[config.mk]
export PLATFORM = sky130hd
export DESIGN_NAME = psg_stereo_mixer
export DESIGN_NICKNAME = d
export VERILOG_FILES = /design/src/rtl/psg_stereo_mixer.sv
export SDC_FILE = /design/constraint.sdc
export NUM_CORES = 1
export LEC_CHECK = 0
export BUFFER_PORTS_ARGS = -buffer_cell sky130_fd_sc_hd__buf_2
export CORE_AREA = 2 2 234 236
export CTS_BUF_LIST = sky130_fd_sc_hd__clkbuf_16
export CTS_CLUSTER_DIAMETER = 60
export CTS_CLUSTER_SIZE = 40
export DETAILED_ROUTE_END_ITERATION = 6
export DIE_AREA = 0 0 236 238
export GPL_ROUTABILITY_DRIVEN = 0
export GPL_TIMING_DRIVEN = 1
export PLACE_DENSITY_LB_ADDON = 0.2
export SYNTH_ARGS = -nofsm -noshare
export SYNTH_HDL_FRONTEND = slang
export SYNTH_SLANG_ARGS = --single-unit
[constraint.sdc]
create_clock -name clk -period 8.9 [get_ports clk]
set_clock_uncertainty 0.05 [all_clocks]
set_input_delay 1.78 -clock clk [delete_from_list [all_inputs] [get_ports clk]]
set_output_delay 1.78 -clock clk [all_outputs]
set_load 0.02 [all_outputs]
[src/rtl/psg_stereo_mixer.sv]
// Register-programmable stereo mixer for PSG channel outputs.
// One channel per clock is multiplied by left/right gains and accumulated.
module psg_stereo_mixer #(
  parameter int NUM_CH    = 6,
  parameter int IN_BITS   = 8,
  parameter int GAIN_BITS = 4,
  parameter int OUT_BITS  = 16,
  parameter int OUT_SHIFT = 0
) (
  input  logic                      clk,
  input  logic                      rst,
  input  logic                      cen_in,
  input  logic [NUM_CH*IN_BITS-1:0] ch_in,
  input  logic                      wr,
  input  logic [7:0]                waddr,
  input  logic [7:0]                wdata,
  output logic [OUT_BITS-1:0]       out_left,
  output logic [OUT_BITS-1:0]       out_right,
  output logic                      out_valid,
  output logic                      busy,
  output logic                      overrun
);

  localparam int CW    = $clog2(NUM_CH + 1);
  localparam int ACC_W = IN_BITS + 1 + GAIN_BITS + CW;
  localparam int IDX_W = (NUM_CH > 1) ? $clog2(NUM_CH) : 1;
  localparam int FW0   = ACC_W + 1 + OUT_SHIFT;
  localparam int FW    = ((FW0 > OUT_BITS) ? FW0 : OUT_BITS) + 1;

  localparam logic signed [IN_BITS:0] HALF =
    (IN_BITS+1)'(1) << (IN_BITS - 1);
  localparam logic signed [FW-1:0] MAXV =
    {{(FW-OUT_BITS+1){1'b0}}, {(OUT_BITS-1){1'b1}}};
  localparam logic signed [FW-1:0] MINV = ~MAXV;

  typedef enum logic [1:0] {IDLE, ACCUM, OUT} state_t;

  state_t state, state_nx;

  logic [GAIN_BITS-1:0] gl [NUM_CH];
  logic [GAIN_BITS-1:0] gr [NUM_CH];
  logic [GAIN_BITS-1:0] sgl [NUM_CH];
  logic [GAIN_BITS-1:0] sgr [NUM_CH];
  logic [IN_BITS-1:0]   snap [NUM_CH];
  logic [2:0]           ctrl, sctrl;
  logic [IDX_W-1:0]     idx;
  logic                 last;
  logic                 ctrl_wr;

  logic signed [ACC_W-1:0] acc_l, acc_r;
  logic signed [IN_BITS:0] s_cur;
  logic signed [ACC_W-1:0] s_ext, prod_l, prod_r;
  logic signed [FW-1:0]    sum, mono_v, side_l, side_r, v_l, v_r;
  logic [OUT_BITS-1:0]     y_l, y_r;

  function automatic logic [OUT_BITS-1:0] sat(
    input logic signed [FW-1:0] v
  );
    if (v > MAXV)
      return MAXV[OUT_BITS-1:0];
    else if (v < MINV)
      return MINV[OUT_BITS-1:0];
    else
      return v[OUT_BITS-1:0];
  endfunction

  assign busy    = (state != IDLE);
  assign last    = (idx == IDX_W'(NUM_CH - 1));
  assign ctrl_wr = wr && (waddr == 8'(NUM_CH));

  always_ff @(posedge clk or posedge rst) begin
    if (rst) begin
      for (int i = 0; i < NUM_CH; i++) begin
        gl[i] <= GAIN_BITS'(4'h8);
        gr[i] <= GAIN_BITS'(4'h8);
      end
      ctrl    <= '0;
      overrun <= 1'b0;
    end else begin
      for (int i = 0; i < NUM_CH; i++) begin
        if (wr && waddr == 8'(i)) begin
          gl[i] <= wdata[GAIN_BITS-1:0];
          gr[i] <= wdata[4 +: GAIN_BITS];
        end
      end
      if (ctrl_wr)
        ctrl <= wdata[2:0];
      // A strobe that lands while busy beats a same-cycle clear.
      if (ctrl_wr && wdata[7])
        overrun <= 1'b0;
      if (cen_in && busy)
        overrun <= 1'b1;
    end
  end

  always_comb begin
    s_cur = $signed({1'b0, snap[idx]});
    if (sctrl[2])
      s_cur = s_cur - HALF;
    s_ext  = ACC_W'(s_cur);
    prod_l = s_ext * $signed(ACC_W'(sgl[idx]));
    prod_r = s_ext * $signed(ACC_W'(sgr[idx]));
  end

  always_comb begin
    sum    = FW'(acc_l) + FW'(acc_r);
    mono_v = sum >>> 1;
    side_l = sctrl[1] ? mono_v : FW'(acc_l);
    side_r = sctrl[1] ? mono_v : FW'(acc_r);
    v_l    = side_l <<< OUT_SHIFT;
    v_r    = side_r <<< OUT_SHIFT;
    y_l    = sctrl[0] ? '0 : sat(v_l);
    y_r    = sctrl[0] ? '0 : sat(v_r);
  end

  always_comb begin
    state_nx = state;
    unique case (state)
      IDLE:    if (cen_in) state_nx = ACCUM;
      ACCUM:   if (last) state_nx = OUT;
      OUT:     state_nx = IDLE;
      default: state_nx = IDLE;
    endcase
  end

  always_ff @(posedge clk or posedge rst) begin
    if (rst)
      state <= IDLE;
    else
      state <= state_nx;
  end

  always_ff @(posedge clk or posedge rst) begin
    if (rst) begin
      for (int i = 0; i < NUM_CH; i++) begin
        snap[i] <= '0;
        sgl[i]  <= '0;
        sgr[i]  <= '0;
      end
      sctrl     <= '0;
      idx       <= '0;
      acc_l     <= '0;
      acc_r     <= '0;
      out_left  <= '0;
      out_right <= '0;
      out_valid <= 1'b0;
    end else begin
      out_valid <= 1'b0;
      unique case (state)
        IDLE: if (cen_in) begin
          for (int i = 0; i < NUM_CH; i++) begin
            snap[i] <= ch_in[i*IN_BITS +: IN_BITS];
            sgl[i]  <= gl[i];
            sgr[i]  <= gr[i];
          end
          sctrl <= ctrl;
          idx   <= '0;
          acc_l <= '0;
          acc_r <= '0;
        end
        ACCUM: begin
          acc_l <= acc_l + prod_l;
          acc_r <= acc_r + prod_r;
          if (!last)
            idx <= idx + 1'b1;
        end
        OUT: begin
          out_left  <= y_l;
          out_right <= y_r;
          out_valid <= 1'b1;
        end
        default: ;
      endcase
    end
  end

endmodule

==> Yosys cells after proc, flatten, opt, wreduce, memory -nomap -nowiden <==
Cells that the tools add are included.
{ "totals": {"out_inout_bits": 35, "inputBits": 68, "ff_bits": 221, "wordCells": 113} }
{ "classes": {"add_sub_neg": 5, "multipliers": 2, "n_lt_le_gt_ge": 5, "n_reduce_logical": 18, "n_eq_ne": 12, "bitwise_logic": 1, "muxes": 30} }
{ "op_table": {"columns": ["operator", "count"], "rows": [
  ["two-way mux 16 bit", 7],
  ["one-hot mux 16 bit (2 select lines)", 2],
  ["greater-than comparator 18 x 16 -> 1 bit (second input constant)", 2],
  ["less-than comparator 18 x 16 -> 1 bit (second input constant)", 2],
  ["two-way mux 18 bit", 2],
  ["adder 16 x 14 -> 16 bit", 2],
  ["multiplier 9 x 5 -> 14 bit", 2],
  ["binary-select mux 4 bit (select 3 bit)", 2],
  ["binary-select mux 8 bit (select 3 bit)", 1],
  ["== test 8 x 3 -> 1 bit (second input constant)", 3],
  ["adder 16 x 16 -> 17 bit", 1],
  ["== test 8 x 2 -> 1 bit (second input constant)", 2],
  ["two-way mux 4 bit", 4],
  ["two-way mux 8 bit", 2],
  ["logical AND 1 bit", 9],
  ["two-way mux 9 bit", 1],
  ["subtractor 8 x 8 -> 9 bit (second input constant)", 1],
  ["== test 8 x 1 -> 1 bit (second input constant)", 1],
  ["zero test 8 bit", 1],
  ["two-way mux 3 bit", 2],
  ["inequality test 2 bit (second input constant)", 3],
  ["one-hot mux 3 bit (2 select lines)", 1],
  ["AND reduction 2 bit", 3],
  ["nonzero test 2 bit", 3],
  ["11 further kinds", 14]
]} }

==> Logic depth before layout (Yosys ltp) <==
Gate-level depths: netlist of run 1.
{ "logic_depth": {"depth_word": 9, "mapped_depth": 21, "mapped_depth_nobuf": 19} }

==> Worst setup path after synthesis of run 1 <==
Ideal clock, no wire load.
{ "synth_timing": {"path_type": "flip-flop to flip-flop", "startpoint": "register idx[0]", "endpoint": "register acc_l[11]", "setup_time_ns": 0.122, "t_arrival_ns": 5.696, "synth_period_minus_slack_ns": 5.867, "required_time_ns": 8.728, "path_stages_with_launch": 20, "path_slack_ns": 3.033, "cell_sequence": "dfrtp_1 buf_2 buf_2 buf_2 mux4_2 a22oi_1 ha_1 nor2b_1 fa_1 fa_1 inv_1 fa_1 inv_1 ha_1 a21oi_1 inv_1 o221ai_1 a21boi_0 or3_1 a32o_1"} }
{ "synth_between": {"elab_chain_cells": 9, "elab_cells_between_ends": 12, "cone_classes": "add/sub: 2; mul: 1; mux: 8; bitwise: 1"} }
{ "synth_rtl": {"columns": ["item", "line_no", "text"], "rows": [
  ["from (decl)", "46", "logic [IDX_W-1:0] idx;"],
  ["from (signal assigned)", "165", "idx <= idx + 1'b1;"],
  ["inverter 3 -> 4 bit (implied by the code) *", "97, 101", null],
  ["binary-select mux 8 bit (select 3 bit)", "97", "s_cur = $signed({1'b0, snap[idx]});"],
  ["two-way mux 8 bit (implied by the code) (2 in a row)", "97", null],
  ["subtractor 8 x 8 -> 9 bit", "99", "s_cur = s_cur - HALF;"],
  ["two-way mux 9 bit", "98", "if (sctrl[2])"],
  ["multiplier 9 x 5 -> 14 bit *", "101", "prod_l = s_ext * $signed(ACC_W'(sgl[idx]));"],
  ["adder 16 x 14 -> 16 bit *", "162", "acc_l <= acc_l + prod_l;"],
  ["one-hot mux 16 bit (2 select lines) *", "149", "unique case (state)"],
  ["to (signal assigned)", "162", null],
  ["to (decl)", "50", "logic signed [ACC_W-1:0] acc_l, acc_r;"]
]} }
Mark *: on every way between the ends. The rest lies on a longest branch, timed or not. The select of a mux whose other input is x is not followed.
A chain may end at the register's enable or synchronous reset.

==> Worst setup path in the final report of run 1 <==
{ "layout_timing": {"startpoint": "register idx[0]", "endpoint": "register acc_r[15]"} }
{ "layout_between": {"elab_chain_cells": 9, "elab_cells_between_ends": 12, "cone_classes": "add/sub: 2; mul: 1; mux: 8; bitwise: 1"} }
{ "layout_rtl": {"columns": ["item", "line_no", "text"], "rows": [
  ["inverter 3 -> 4 bit (implied by the code) *", "97, 102", null],
  ["binary-select mux 8 bit (select 3 bit)", "97", null],
  ["two-way mux 8 bit (implied by the code) (2 in a row)", "97", null],
  ["subtractor 8 x 8 -> 9 bit", "99", null],
  ["two-way mux 9 bit", "98", null],
  ["multiplier 9 x 5 -> 14 bit *", "102", "prod_r = s_ext * $signed(ACC_W'(sgr[idx]));"],
  ["adder 16 x 14 -> 16 bit *", "163", "acc_r <= acc_r + prod_r;"],
  ["one-hot mux 16 bit (2 select lines) *", "149", null],
  ["to (signal assigned)", "163", null],
  ["to (decl)", "50", null]
]} }
Marks and branches as above.

==> metrics.md, run 1 <==
| Metric | Value |
|---|---|
| Status | `completed` |
| Min-delay worst type | `reg -> reg` |
| CP required | `9.27 ns` |
| Synth top area share | `38.0%` |
| Switching share of total power | `39.9%` |
| Num rows | `85` |
| DRC | `0` |
| Final period util | `70.4%` |
| CP Capture Type | `register` |
| Total Wirelength | `36200 um` |
| Gate power share | `40.0%` |
| Clock slew seen by the registers of the worst setup and hold paths | `0.06 ns` |
| Hpwl dp | `27200 um` |
| Vias | `9406` |
| Util after Layout | `29.9%` |
| Final ANT Viol Nets | `0` |
| GRT Util Overall | `13.0%` |
| Hold Violations, Final | `0` |
| Nets | `1569` |
| RSZ-0062 raised after global routing | `false` |
| Total CTS buffers | `27` |
| Syn Inst Count | `1245` |
| Fmax | `0.160 GHz` |
| Met1 WL | `18000 um` |
| # diodes | `0` |
| Vias per cell | `4.56` |
| Synth area leaders | `dfrtp_1 (38%), mux2_2 (13%), fa_1 (10%)` |
| Syn avg cell area | `11.1 sq um` |
| Worst-Skew Late Latency | `0.57 ns` |
| Port bufs | `102` |
| Synthesis-stage register bit count | `221` |
| Distinct cells, synth | `59` |
| Met3 WL | `1210 um` |
| Final hold slack | `0.429 ns` |
| Post-synth EDFFs | `0` |
| Final min period | `6.26 ns` |
| Ys async rst share | `100%` |
| Area growth syn-to-layout | `16.4%` |
| Die area | `56200 sq um` |
| Ratio of cells with drive above 1 in the final layout | `27.3%` |
| Met2 routed WL | `16500 um` |
| Int Power | `2.64 mW` |
| Worst Tran Pin Value | `1.12 ns` |
| CP Data Arrival Time | `6.64 ns` |
| DIE WIDTH | `236 um` |
| Clock Tree Root | `clkbuf_16` |
| Mapped Nets | `1467` |
| Vias in the first global route | `9925` |
| Die Y | `238 um` |
| Slew Limit Fails | `0` |
| TritonCTS Sinks | `221` |
| Post-synthesis sequential area ratio | `40.3%` |
| Max H-tree Level | `1` |
| Slew Limit Headroom | `25.5%` |
| Crit Path Max Fanout | `22` |
| Synth area leader | `dfrtp_1` |
| Slowest CP cell | `dfrtp_2` |
| Grt total ovfl | `0` |
| Num ports | `103` |
| Drt wl/cell | `17.6 um` |
| CP Class | `reg -> reg` |
| Setup TNS | `0 ns` |
| Post-CTS Resized | `0` |
| Antenna violations before repair | `1` |
| DRT iter0 DRCs | `472` |
| Startpoint Class | `register` |
| Worst VDD drop | `0.157 mV` |
| Final setup vio count | `0` |
| Largest net degree at the start of global routing | `107` |
| Hold Buf Count CTS | `0` |
| Clock share of power | `25.9%` |
| DR top layer | `met5` |
| Count leader, synth | `dfrtp_1` |
| Post-Synthesis Cell Area | `13800 sq um` |
| Ys flop type | `dfrtp_1` |
| Top cells by count, synth | `dfrtp_1 (209), mux2_2 (163), inv_1 (153)` |
| Leakage | `7.65 nW` |
| Sequential power share | `34.1%` |
| Switching pwr | `1.75 mW` |
| Synth Warn # | `0` |
| MaxCap Viol Count | `0` |
| Total setup buffers inserted after CTS | `0` |
| CTS tree | `yes` |
| Starting Density | `25.7%` |
| Pwr Density | `274 nW/um^2` |
| Global-route wire length before repair | `58100 um` |
| Fill cells | `5532` |
| Clock buffer depth | `3` |
| Worst path max stage delay | `0.80 ns` |
| Worst path most repeated cell | `fa_1` |
| Core area | `53500 sq um` |
| Worst-path cell chain | `buf_4, mux4_2, a22oi_1, nor2_1, fa_1, fa_1, inv_1, fa_1, inv_1, ha_1, a21o_1, a2111oi_0, o31ai_1, xnor2_1, o21ai_0` |
| Drt pass-1 iters | `4` |
-- worst max-delay path: cells and delay by family, from the launching register on --
family	cells	cell delay [ns]
compound gates	5	2.01
fa+ha+maj	4	1.88
flops	1	0.80
mux	1	0.53
buf+inv	3	0.50
xor+xnor	1	0.20
simple gates	1	0.14
-- stage by stage --
| step | setup slack (ns) | cell area [sq um] | total power [mW] | std cells |
|---|---|---|---|---|
| final | 2.64 | 16000 | 4.39 | 2064 |
| after global placement | 2.65 | 15100 | 3.29 | 2014 |
| after global routing | 2.17 | 16000 | 4.73 | 2064 |
| after floorplan | 1.04 | 13800 | 2.71 | 1245 |
| after detailed placement | 2.56 | 15100 | 3.31 | 2014 |
| after CTS | 2.55 | 16000 | 4.47 | 2064 |
-- logic make-up after synthesis --
kind of cell | share of synthesized area, %
buffers and inverters | 5.42
muxes | 16.1
and+or+nand+nor | 8.07
adders and majority gates | 17.9
AOI/OAI and AO/OA | 9.81
DFF | 40.3
xor gates and xnor gates | 2.42
-- per-layer routing --
metal,global-route usage [%],up-vias
met1,18.8,4731
li1,-,4496
met3,1.86,40
met4,2.24,2
met5,0,-
met2,21.0,137
-- registers in the layout, summed over array words and instances, names as in the netlist --
| signal | flops |
|---|---|
| acc_l | 16 |
| acc_r | 16 |
| ctrl | 3 |
| gl | 24 |
| gr | 24 |
| idx | 3 |
| out_left | 16 |
| out_right | 16 |
| out_valid | 1 |
| overrun | 1 |
| sctrl | 3 |
| sgl | 24 |
| sgr | 24 |
| snap | 48 |
| state | 2 |
-- power groups by stage --
stage | Clock [mW] | Sequential, mW | Combinational, mW
after floorplan | 0 | 1.47 | 1.24
after global placement | 0 | 1.53 | 1.76
after detailed placement | 0 | 1.53 | 1.78
after CTS | 1.17 | 1.51 | 1.79
after global routing | 1.22 | 1.54 | 1.97
final | 1.14 | 1.50 | 1.76
-- worst paths after layout --
check | start | endpoint | slack (ns) | cells past startpoint
worst max-delay path | idx[0]$_DFFE_PP0P_ | acc_r[15]$_DFFE_PP0P_ | 2.64 | 15
worst min register to register | out_left[5]$_DFFE_PP0P_ | out_left[5]$_DFFE_PP0P_ | 0.43 | 2
min in group asynchronous | rst | ctrl[0]$_DFFE_PP0P_ | 1.27 | 2
max in group asynchronous | rst | acc_r[6]$_DFFE_PP0P_ | 6.12 | 3
worst max register to register | idx[0]$_DFFE_PP0P_ | acc_r[15]$_DFFE_PP0P_ | 2.64 | 15
worst min-delay path | out_left[5]$_DFFE_PP0P_ | out_left[5]$_DFFE_PP0P_ | 0.43 | 2
-- cell usage in the layout, fill, tap and decap left out, types with 11 or more instances in the layout --
cell / synthesis / final
nand2b_1: 11 / 11
dfstp_2: 12 / 12
buf_4: 0 / 14
xnor2_1: 29 / 29
mux4_2: 16 / 16
clkbuf_16: 0 / 27
inv_1: 153 / 154
buf_2: 5 / 102
a22oi_1: 26 / 26
dfrtp_1: 209 / 208
fa_1: 71 / 71
nor2b_1: 12 / 12
nor2_1: 96 / 95
ha_1: 83 / 83
nand2_1: 71 / 71
a21oi_1: 38 / 38
mux2_2: 163 / 163
o21ai_0: 71 / 71
-- cell type report --
| type | count | area (sq um) | share of cell area [%] |
|---|---|---|---|
| Clock buffer | 27 | 676 | 4.22 |
| Timing Repair Buffer | 116 | 616 | 3.84 |
| Multi-Input combinational cell | 827 | 7480 | 46.7 |
| Clock inverter | 23 | 249 | 1.55 |
| Inverter | 154 | 586 | 3.66 |
| Sequential cell | 221 | 5550 | 34.6 |
| Tap cell | 696 | 871 | 5.44 |
No activity file was read; power rests on OpenSTA's default activity.
==> run 2, diff against run 1 <==
--- a/config.mk
+++ b/config.mk
@@ -5,13 +5,14 @@
 export SDC_FILE = /design/constraint.sdc
 export NUM_CORES = 1
 export LEC_CHECK = 0
+export ABC_AREA = 1
 export BUFFER_PORTS_ARGS = -buffer_cell sky130_fd_sc_hd__buf_2
-export CORE_AREA = 2 2 234 236
+export CORE_AREA = 2 2 242 244
 export CTS_BUF_LIST = sky130_fd_sc_hd__clkbuf_16
 export CTS_CLUSTER_DIAMETER = 60
 export CTS_CLUSTER_SIZE = 40
 export DETAILED_ROUTE_END_ITERATION = 6
-export DIE_AREA = 0 0 236 238
+export DIE_AREA = 0 0 244 246
 export GPL_ROUTABILITY_DRIVEN = 0
 export GPL_TIMING_DRIVEN = 1
 export PLACE_DENSITY_LB_ADDON = 0.2
==> constraint.sdc (replaced) <==
create_clock -name clk -period 5.2 [get_ports clk]
set_clock_uncertainty 0.05 [all_clocks]
set_input_delay 1.04 -clock clk [delete_from_list [all_inputs] [get_ports clk]]
set_output_delay 1.04 -clock clk [all_outputs]
set_load 0.02 [all_outputs]
==> run 2 against run 1 <==
Sequential cell count stayed put. Register-to-register slack worse by 2.3 ns. Worst setup slack worse by 2.3 ns. Critical path type unchanged. Highest routed layer is now met4.
==> metrics.md, run 2 <==
| Metric | Value |
|---|---|
| DR top layer | `met4` |
| Met2 routed WL | `20200 um` |
| Synth Area in Simple Gates | `24.5%` |
| Startpoint Class | `register` |
| Final hold slack | `0.422 ns` |
| Count leader, synth | `nand2_1` |
| Die area | `60000 sq um` |
| Drt wl/cell | `15.1 um` |
| Total CTS buffers | `25` |
| Crit path buffers/inverters | `3` |
| Vias per cell | `4.30` |
| Post-CTS Resized | `0` |
| Syn Inst Count | `1961` |
| DIE WIDTH | `244 um` |
| Hold Buf Count CTS | `0` |
| Num ports | `103` |
| Antenna violations before repair | `0` |
| Most frequent cells in the layout | `nand2_1 (713), inv_1 (303), dfrtp_1 (207)` |
| Area growth syn-to-layout | `14.7%` |
| CP Class | `reg -> reg` |
| Ys async rst share | `100%` |
| TritonCTS Sinks | `221` |
| Nets | `2271` |
| Ratio of cells with drive above 1 in the final layout | `11.2%` |
| Vias | `12.2k` |
| Complex-gate fraction of the synthesized area | `10.5%` |
| Worst Tran Pin Value | `1.03 ns` |
| Final min period | `4.85 ns` |
| Total Wirelength | `42700 um` |
| Slowest CP cell | `fa_1` |
| Synth Area in Adders | `16.6%` |
| CP required | `5.58 ns` |
| Synth area leaders | `dfrtp_1 (35%), nand2_1 (18%), fa_1 (9.6%)` |
| Largest family of logic cells by synthesized area | `simple AND/OR/NAND/NOR gates` |
| XOR/XNOR Fraction of Synth Area | `0.710%` |
| Global-route wire length before repair | `69800 um` |
| Pre-CTS WS | `0.245 ns` |
| # diodes | `0` |
| Reg with most FFs | `snap` |
| Clock Tree Root | `clkbuf_16` |
| Final setup vio count | `0` |
| Starting Density | `25.8%` |
| MaxCap Viol Count | `0` |
| Met3 WL | `1110 um` |
| DRT iter0 DRCs | `682` |
| CP top delay family | `adder cells` |
| Final period util | `93.2%` |
| Core area | `57400 sq um` |
| Leakage | `9.22 nW` |
| Slew Limit Fails | `0` |
| Port bufs | `102` |
| Post-Synthesis Cell Area | `14800 sq um` |
| CP Data Arrival Time | `5.23 ns` |
| Synth Warn # | `0` |
| Hpwl dp | `32800 um` |
| Clock slew seen by the registers of the worst setup and hold paths | `0.07 ns` |
| Placed instance area | `16100 sq um` |
| Distinct cells, synth | `36` |
| Fill cells | `6202` |
| # placed instances | `2787` |
| Mapped Nets | `2183` |
| Post-synthesis sequential area ratio | `37.5%` |
| Max FFs per register | `48` |
| Layout Cells excl Fill | `2833` |
| Worst VDD drop | `0.244 mV` |
| Met1 WL | `20400 um` |
| Worst-Skew Late Latency | `0.57 ns` |
| Util after Layout | `29.6%` |
| Total setup buffers inserted after CTS | `0` |
| CP Capture Type | `register` |
| Drt pass-1 iters | `5` |
| Setup WS post-layout | `0.355 ns` |
| Grt total ovfl | `0` |
| Max H-tree Level | `1` |
| Commonest non-fill, non-tap cell in the layout | `nand2_1` |
| Ys flop type | `dfrtp_1` |
| Die Y | `246 um` |
| Vias in the first global route | `12.5k` |
| GRT Util Overall | `14.6%` |
| Min-delay worst type | `reg -> reg` |
| Post-Layout Inst Area | `17000 sq um` |
| Pwr Density | `692 nW/um^2` |
| Num rows | `88` |
| Worst path max stage delay | `0.52 ns` |
| Hold Violations, Final | `0` |
| Top cells by count, synth | `nand2_1 (714), inv_1 (304), dfrtp_1 (209)` |
| Clock buffer depth | `3` |
| Setup TNS | `0 ns` |
| Tot Pwr | `11.7 mW` |
| Synth top area share | `35.3%` |
| Post-synthesis mux area share | `0%` |
| Largest net degree at the start of global routing | `156` |
| Status | `completed` |
| Final ANT Viol Nets | `0` |
| CTS tree | `yes` |
| Synthesis-stage register bit count | `221` |
| Slew Limit Headroom | `31.4%` |
| Fmax | `0.206 GHz` |
| Crit Path Max Fanout | `22` |
| RSZ-0062 raised after global routing | `false` |
| Worst-path cell chain | `buf_6, o21ai_0, a2bb2oi_1, ha_1, a21oi_1, fa_1, fa_1, inv_1, fa_1, inv_1, ha_1, nand2_1, nor2_1, o21ai_0, nand3_1, nand2_1, nand3_1, o21ai_0` |
| Syn avg cell area | `7.55 sq um` |
| DRC | `0` |
| Post-synth EDFFs | `0` |
| Synth area leader | `dfrtp_1` |
[run 2: worst paths after layout]
path	startpoint	cells past startpoint	end	slack (ns)
min reg2reg	out_left[9]$_DFFE_PP0P_	2	out_left[9]$_DFFE_PP0P_	0.42
max in group asynchronous	rst	3	sgr[10]$_DFFE_PP0P_	3.35
min	out_left[9]$_DFFE_PP0P_	2	out_left[9]$_DFFE_PP0P_	0.42
min in group asynchronous	rst	2	out_right[1]$_DFFE_PP0P_	0.51
max	idx[0]$_DFFE_PP0P_	18	acc_l[11]$_DFFE_PP0P_	0.35
max reg2reg	idx[0]$_DFFE_PP0P_	18	acc_l[11]$_DFFE_PP0P_	0.35
[run 2: metal layers]
metal  GRT usage, %  up-vias
met2           25.0      156
met3           1.64       47
met1           19.8     5742
met4           3.34        0
li1               -     6243
met5              0        -
[run 2: cell families after synthesis]
logic type,after synthesis
xor+xnor,12
flops,221
fa+ha+maj,154
simple gates,917
buf+inv,378
compound gates,279
[run 2: power by group]
group	switching, mW	internal [mW]
logic	4.77	2.41
clock network	0.847	0.972
registers	0.483	2.26
[run 2: area by class of cell]
type                    instances  area [sq um]  area share [%]
inverters                     317          1200            7.07
multi-input cells            1362          7760            45.7
clock buffers                  25           626            3.68
repair buffers                122           677            3.98
flip-flops and latches        221          5550            32.7
clock inverters                21           215            1.27
well taps                     765           957            5.63
[run 2: worst reg2reg max path, stage by stage, from the launching register on]
cell and delay [ns]:
dfrtp_2 0.48, buf_6 0.19, o21ai_0 0.16, a2bb2oi_1 0.33, ha_1 0.39, a21oi_1 0.38
fa_1 0.51, fa_1 0.49, inv_1 0.05, fa_1 0.52, inv_1 0.04, ha_1 0.37
nand2_1 0.12, nor2_1 0.19, o21ai_0 0.15, nand3_1 0.10, nand2_1 0.05, nand3_1 0.06
o21ai_0 0.07
==> run 3, diff against run 2 <==
--- a/config.mk
+++ b/config.mk
@@ -14,8 +14,9 @@
 export DETAILED_ROUTE_END_ITERATION = 6
 export DIE_AREA = 0 0 244 246
 export GPL_ROUTABILITY_DRIVEN = 0
-export GPL_TIMING_DRIVEN = 1
 export PLACE_DENSITY_LB_ADDON = 0.2
+export REMOVE_ABC_BUFFERS = 1
+export SKIP_CTS_REPAIR_TIMING = 1
 export SYNTH_ARGS = -nofsm -noshare
 export SYNTH_HDL_FRONTEND = slang
 export SYNTH_SLANG_ARGS = --single-unit
==> run 3 against run 2 <==
Via count rose by 0.61%. First-iteration DRC count shrank 21%. Non-clock buffer count down 1. Register-to-register slack better by 0.07 ns.
==> metrics.md, run 3 (synthesis results as in run 2) <==
| Metric | Value |
|---|---|
| Status | `completed` |
| Clock buffer depth | `3` |
| Clock Tree Root | `clkbuf_16` |
| Final min period | `4.77 ns` |
| Core area | `57400 sq um` |
| DRT iter0 DRCs | `538` |
| Final hold slack | `0.412 ns` |
| Grt total ovfl | `0` |
| Fmax | `0.210 GHz` |
| Setup crit start | `idx[1]$_DFFE_PP0P_` |
| GRT Util Overall | `14.1%` |
| Worst path most repeated cell | `nand2_1` |
| Vias in the first global route | `12.4k` |
| Min-delay worst type | `reg -> reg` |
| Starting Density | `25.8%` |
| Max H-tree Level | `1` |
| Hold Violations, Final | `0` |
| Max FFs per register | `48` |
| Commonest non-fill, non-tap cell in the layout | `nand2_1` |
| Ratio of cells with drive above 1 in the final layout | `10.9%` |
| Num rows | `88` |
| Crit Path Max Fanout | `14` |
| Nets | `2269` |
| Vias | `12.3k` |
| Final setup vio count | `0` |
| Vias per cell | `4.33` |
| Total Wirelength | `41600 um` |
| Setup WS post-layout | `0.430 ns` |
| Clock slew seen by the registers of the worst setup and hold paths | `0.08 ns` |
| R2R Path Start | `idx[1]$_DFFE_PP0P_` |
| Hpwl dp | `31400 um` |
| Startpoint Class | `register` |
| Drt pass-1 iters | `5` |
| Largest net degree at the start of global routing | `125` |
| CP Capture Type | `register` |
| Leakage | `9.24 nW` |
| Worst reg-to-reg path cell count | `21` |
| CP required | `5.56 ns` |
| Most frequent cells in the layout | `nand2_1 (713), inv_1 (304), dfrtp_1 (208)` |
| # diodes | `0` |
| CTS tree | `yes` |
| Slowest CP cell | `fa_1` |
| Pwr Density | `689 nW/um^2` |
| Worst-Skew Late Latency | `0.55 ns` |
| Global-route wire length before repair | `67600 um` |
| RSZ-0062 raised after global routing | `false` |
| Drt wl/cell | `14.7 um` |
| Die Y | `246 um` |
| Final ANT Viol Nets | `0` |
| Worst path max stage delay | `0.53 ns` |
| Worst VDD drop | `0.303 mV` |
| DRC | `0` |
| Antenna violations before repair | `0` |
| CP Class | `reg -> reg` |
| DIE WIDTH | `244 um` |
| Fill cells | `6249` |
| Port bufs | `102` |
| MaxCap Viol Count | `0` |
| TritonCTS Sinks | `221` |
| Worst-path cell chain | `buf_4, a21oi_1, o21ai_0, o21ai_1, nand2_1, nand2_2, nand2_1, clkinvlp_4, fa_1, fa_1, inv_1, fa_1, inv_1, ha_1, nand2_1, nor2_1, o21ai_0, nand3_1, nand2_1, nand3_1, o21ai_0` |
| Area growth syn-to-layout | `15.0%` |
| R2r setup slk | `0.43 ns` |
| Reg2reg end | `acc_l[11]$_DFFE_PP0P_` |
| Reg with most FFs | `snap` |
| Slew Limit Fails | `0` |
| Pre-CTS WS | `0.242 ns` |
| Num ports | `103` |
| CP Data Arrival Time | `5.13 ns` |
| Worst setup path endpoint | `acc_l[11]$_DFFE_PP0P_` |
| Worst Tran Pin Value | `1.00 ns` |
| Final period util | `91.7%` |
| Total CTS buffers | `24` |
| Die area | `60000 sq um` |
| Slew Limit Headroom | `33.3%` |
==> run 3: metal layers <==
metal / GRT usage, % / part of all wire (%)
met5: 0 / 0
met4: 3.26 / 2.3
met3: 1.62 / 2.7
met2: 24.5 / 47
met1: 18.7 / 48
==> run 3: area by class of cell <==
type                    count  area (sq um)  share of cell area, %
clock inverters            18           238                   1.40
clock buffers              25           626                   3.68
multi-input cells        1362          7770                   45.6
inverters                 317          1210                   7.10
well taps                 765           957                   5.62
flip-flops and latches    221          5550                   32.6
repair buffers            121           678                   3.98
==> run 3: through the flow <==
step | instance area (sq um) | util (%) | setup TNS (ns) | power (mW) | instances
floorplan | 14500 | - | -406.18 | 7.82 | 1900
global placement | 16100 | 28.1 | 0 | 9.83 | 2786
detailed placement | 16100 | 28.1 | 0 | 9.87 | 2786
CTS | 17000 | 29.6 | 0 | 11.9 | 2829
global route | 17000 | 29.7 | 0 | 13.0 | 2829
finish | 17000 | 29.7 | 0 | 11.7 | 2829
==> run 3: critical path, delay by kind of cell, from the launching register on <==
family | cells | cell delay [ns]
AO/OA/AOI/OAI | 5 | 0.50
adder cells (fa/ha/maj) | 4 | 1.91
buffers and inverters | 4 | 0.60
flip-flops | 1 | 0.51
AND/OR/NAND/NOR | 8 | 1.07
==> run 3: how the worst min path moves through the flow <==
stage	end	depth (start not counted)	slack [ns]	startpoint
3_5_place_dp	sgl[6]$_DFFE_PP0P_	2	0.41	gl[6]$_DFFE_PP0P_
4_1_cts	sgl[6]$_DFFE_PP0P_	2	0.42	gl[6]$_DFFE_PP0P_
5_1_grt	sctrl[2]$_DFFE_PP0P_	2	0.44	ctrl[2]$_DFFE_PP0P_
2_1_floorplan	sctrl[0]$_DFFE_PP0P_	2	0.39	ctrl[0]$_DFFE_PP0P_
6_report	sgl[6]$_DFFE_PP0P_	2	0.41	gl[6]$_DFFE_PP0P_
3_3_place_gp	sgl[10]$_DFFE_PP0P_	2	0.40	gl[10]$_DFFE_PP0P_
==> run 3: where the power goes <==
part | internal, mW | leakage, nW | switching (mW)
Sequential | 2.26 | 2.83 | 0.455
Combinational | 2.40 | 5.99 | 4.72
Clock | 1.13 | 0.422 | 0.765
